--- src/rtl/counter_seg_display.sv ---
// rtl/counter_seg_display.sv - strobe-sampled counter with delta and 4-digit 7-segment scan
//
// Captures an upstream 8-bit counter value on sample_stb (unless frozen),
// keeps the step between the last two captures, and time-multiplexes
// {captured, delta} onto a 4-digit common-anode hex display.
//
// Ports:
//   clk_in     - single clock, rising edge
//   rst_n      - asynchronous active-low reset
//   value_in   - upstream value to sample
//   sample_stb - one-cycle capture request
//   freeze     - blocks captures, lights the decimal point on digit 2
//   captured   - most recently captured value
//   delta      - (captured - previous captured) mod 256
//   an         - active-low digit anodes, an[0] rightmost
//   seg        - active-low cathodes {g,f,e,d,c,b,a}
//   dp         - active-low decimal point
module counter_seg_display #(
  parameter int REFRESH_W = 17
) (
  input  logic       clk_in,
  input  logic       rst_n,
  input  logic [7:0] value_in,
  input  logic       sample_stb,
  input  logic       freeze,
  output logic [7:0] captured,
  output logic [7:0] delta,
  output logic [3:0] an,
  output logic [6:0] seg,
  output logic       dp
);

  localparam logic [REFRESH_W-1:0] REFRESH_ONE = {{(REFRESH_W-1){1'b0}}, 1'b1};

  logic [REFRESH_W-1:0] refresh_cnt;
  logic [1:0]           digit_idx;
  logic [3:0]           nibble;
  logic [3:0]           an_next;
  logic [6:0]           seg_next;
  logic                 dp_next;

  assign digit_idx = refresh_cnt[REFRESH_W-1 -: 2];

  // Capture path: delta uses the pre-edge captured value, so it is the step
  // from the previous capture (or from 0 for the first capture after reset).
  always_ff @(posedge clk_in or negedge rst_n) begin
    if (!rst_n) begin
      captured <= 8'h00;
      delta    <= 8'h00;
    end else if (sample_stb && !freeze) begin
      captured <= value_in;
      delta    <= value_in - captured;
    end
  end

  always_ff @(posedge clk_in or negedge rst_n) begin
    if (!rst_n) begin
      refresh_cnt <= '0;
    end else begin
      refresh_cnt <= refresh_cnt + REFRESH_ONE;
    end
  end

  // Digit select and hex decode. Everything here is computed from the
  // current (pre-edge) state and registered below, so anode and segment
  // patterns always change together.
  always_comb begin
    nibble  = delta[3:0];
    an_next = 4'b1110;
    case (digit_idx)
      2'd0: begin nibble = delta[3:0];    an_next = 4'b1110; end
      2'd1: begin nibble = delta[7:4];    an_next = 4'b1101; end
      2'd2: begin nibble = captured[3:0]; an_next = 4'b1011; end
      default: begin nibble = captured[7:4]; an_next = 4'b0111; end
    endcase
  end

  always_comb begin
    seg_next = 7'h7F;
    case (nibble)
      4'h0: seg_next = 7'h40;
      4'h1: seg_next = 7'h79;
      4'h2: seg_next = 7'h24;
      4'h3: seg_next = 7'h30;
      4'h4: seg_next = 7'h19;
      4'h5: seg_next = 7'h12;
      4'h6: seg_next = 7'h02;
      4'h7: seg_next = 7'h78;
      4'h8: seg_next = 7'h00;
      4'h9: seg_next = 7'h10;
      4'hA: seg_next = 7'h08;
      4'hB: seg_next = 7'h03;
      4'hC: seg_next = 7'h46;
      4'hD: seg_next = 7'h21;
      4'hE: seg_next = 7'h06;
      default: seg_next = 7'h0E;
    endcase
  end

  // Decimal point marks the frozen state, shown only on digit 2.
  assign dp_next = !((digit_idx == 2'd2) && freeze);

  always_ff @(posedge clk_in or negedge rst_n) begin
    if (!rst_n) begin
      an  <= 4'b1111;
      seg <= 7'h7F;
      dp  <= 1'b1;
    end else begin
      an  <= an_next;
      seg <= seg_next;
      dp  <= dp_next;
    end
  end

endmodule

--- config.mk ---
export PLATFORM = sky130hd
export DESIGN_NAME = counter_seg_display
export DESIGN_NICKNAME = d
export VERILOG_FILES = /design/src/rtl/counter_seg_display.sv
export SDC_FILE = /design/constraint.sdc
export NUM_CORES = 1
export LEC_CHECK = 0
export BUFFER_PORTS_ARGS = -buffer_cell sky130_fd_sc_hd__buf_2
export CAP_MARGIN = 15
export CORE_ASPECT_RATIO = 1.4
export CORE_UTILIZATION = 35
export CTS_BUF_LIST = sky130_fd_sc_hd__clkbuf_16
export DETAILED_ROUTE_END_ITERATION = 10
export PLACE_DENSITY_LB_ADDON = 0.12
export SETUP_SLACK_MARGIN = 0.05
export SLEW_MARGIN = 25
export SYNTH_ARGS = -nofsm -noshare
export SYNTH_HDL_FRONTEND = slang
export SYNTH_SLANG_ARGS = --single-unit
--- constraint.sdc ---
create_clock -name clk_in -period 4.1 [get_ports clk_in]
set_input_delay 0.41 -clock clk_in [delete_from_list [all_inputs] [get_ports clk_in]]
set_output_delay 0.41 -clock clk_in [all_outputs]
set_load 0.01 [all_outputs]
==> impl_results.md <==
- Crit path cell chain: mux4_1, inv_1, ha_1, inv_1, mux4_2
- Cts bufs inserted: 5
- Crit path arrival time: roughly 2.4 ns
- Clk root buf: clkbuf_16
- FF+latch count, synth: between 40 and 50
- Post-DP HPWL: ~3300 µm
- Worst slew pin tran: 0.575 ns
- Postcts setup bufs: 0
- Mapped Area: between 2000 and 2500 µm²
- Async S/R FF share, synth: 100%
- Worst R2R Path Depth: 5
- Synthesis warning total: 0
- Antenna Cells: 0
- Post-synth EDFFs: 0
- Post-synth top cells: dfrtp_1, nand2_1, inv_1
- Drt drc: 4
- Metal3 WL: 158 µm
- Count leader, synth: dfrtp_1
- H-tree levels: 2
- Via Count: between 1.5k and 2k
- Layout cells sized above 1: 31.8%
- Final instance count without filler cells: between 300 and 400
- TritonCTS clock tree: built
- Vert. Die Dim: around 98 µm
- Clk Latency, worst-skew pair: roughly 0.29 ns
- Mapped Nets: around 230
- Place WS: 1.88 ns
- Final core utilization: 43.0%
- WP buf/inv: 2
- Met2 Routed Length: between 2000 and 2500 µm
- Final ANT Viol Nets: 0
- Multi-input logic area: around 1100 µm²
- Sequential cell area: around 1100 µm²
- Clk slew on worst S/H paths: roughly 0.06 ns
- Rel. slew slack: around 61%
- Final Max Tran Viols: 0
- CP max stage cell: mux4_1
- Highest routed layer: met4
- LEAKAGE: between 1 and 1.5 nW
- Setup TNS: 0 ns
- Drt first pass iters: 7
- PortBufs: 39
- Placer Congestion: 0.764
- Die width: 70.5 µm
- CP top delay family: multiplexers
- Area Overhead vs Synth: 17.9%
- All-Layer GR Usage: between 10% and 20%
- Register area share after synthesis: between 40% and 50%
- GRT overflow: 0
- Top cell type's share of synthesized area: 35.9%
- R2R Path End: seg[3]
- Critical Path Start Type: flip-flop
- Area after DPL: roughly 2500 µm²
- Cell count after synthesis: 200
- Fin crit share: between 50% and 60%
- Largest cells by area after synthesis: dfrtp_1, dfstp_2, ha_1
- Final WL: ~4400 µm
- Starting Density: 36.5%
- RSZ-0062 raised after global routing: false
- PnR worst setup slack: 1.90 ns
- Status: complete, but fails checks
- CORE AREA: between 6000 and 7000 µm²
- Die area: approximately 7000 µm²
- Clk sink count: 45
- Critical Path RT: roughly 4.3 ns
- Area leader, netlist: dfrtp_1
- Clk buf depth: 2
- Fin crit period: 2.20 ns
- Crit Path Max Fanout: 11
- HP Class: in2async
- # resized after CTS: 0
- Post-placement cell count: 305
- Post-route cell area: between 2000 and 3000 µm²
- Nets: ~270
- WL per Instance: approximately 14 µm
- Crit path top cell by count: inv_1
- DRT iter0 DRCs: 48
- Failing checks: design-rule violations
- Slowest stage delay, CP: 0.73 ns
- Max cap viols: 0
- Routed vias/inst: around 4.9
- Slack of the worst reg-to-reg path: 1.90 ns
- Avg Inst Size Synth: 11.5 µm²
- Initial antenna violation count: 0
- Vias in the first global route: 1,556
- WL met1: about 2000 µm
- Count of final hold-check violations: 0
- Rows: 34
- I/O pins: 40
- Fmax achieved: between 400 and 500 MHz
- First-pass GRT wire length: between 7000 and 8000 µm
- Power per cell area: 499 nW/µm²
- CP Capture Type: flip-flop
- Main synth FF type: dfrtp_1
- Critical R2R Launch: refresh_cnt[15]
- Largest net degree at the start of global routing: 46
- Number of setup violations in the final report: 0
- CTS Hold Bufs: 0
- Worst-case vdd ir drop: around 0.25 mV
- Yosys cell types: slightly above 40
- Worst Clk Skew: ~0.0055 ns
- Critical path class: reg2reg
- # fillers: around 610
[per-stage QoR]
step,hold WS [ns],total power [W]
after floorplan,0.114,0.000825
after global placement,0.461,0.000956
after detailed placement,0.463,0.000959
after CTS,0.282,0.00137
after global routing,0.176,0.00144
final,0.128,0.00135
[worst max path at each step]
stage                               start     end  slack (ns)  depth (start not counted)
after floorplan           refresh_cnt[15]  seg[3]        2.14                          6
after global placement    refresh_cnt[15]  seg[3]        1.96                          5
after detailed placement  refresh_cnt[15]  seg[3]        1.88                          5
after CTS                 refresh_cnt[15]  seg[3]        1.87                          5
after global routing      refresh_cnt[15]  seg[3]        1.74                          5
final                     refresh_cnt[15]  seg[3]        1.90                          5
[area by class of cell]
cell class	count	share of cell area, %
repair buffers	40	7.72
flip-flops and latches	45	42.1
clock inverters	3	0.786
multi-input cells	133	39.2
well taps	72	3.33
clock buffers	5	4.62
inverters	16	2.22
[metal layers]
metal  up-vias  GRT usage (%)
met5         -              0
met4         0           7.38
met3         7           1.86
met2        35           23.5
met1       726           18.2
li1        771              -
[cell families after synthesis]
kind of cell    Yosys count  share of synthesized area (%)
simple gates             55                           12.3
flops                    45                           49.7
compound gates           27                           7.14
buf+inv                  22                           4.14
xor+xnor                 19                           7.24
mux                      17                           11.0
fa+ha+maj                15                           8.50
[state kept, by name (all words and copies together) (netlist names)]
name	flops
captured	8
an	4
delta	8
refresh_cnt	17
dp	1
seg	7
[power by group]
group / internal, W / switching, W / total, W
clock network: 0.000227 / 0.000178 / 0.000405
logic: 0.000171 / 0.000202 / 0.000373
registers: 0.000532 / 0.0000418 / 0.000573
total: 0.000930 / 0.000422 / 0.00135
[cell usage in the layout (no fill, tap or decap), types with 8 or more instances in the layout]
master,n
dfstp_2,12
dfrtp_1,33
o21ai_0,8
inv_1,16
nand2_1,20
ha_1,14
buf_2,38
xnor2_1,14
mux2_2,10
Power figures use the tool's default switching activity.
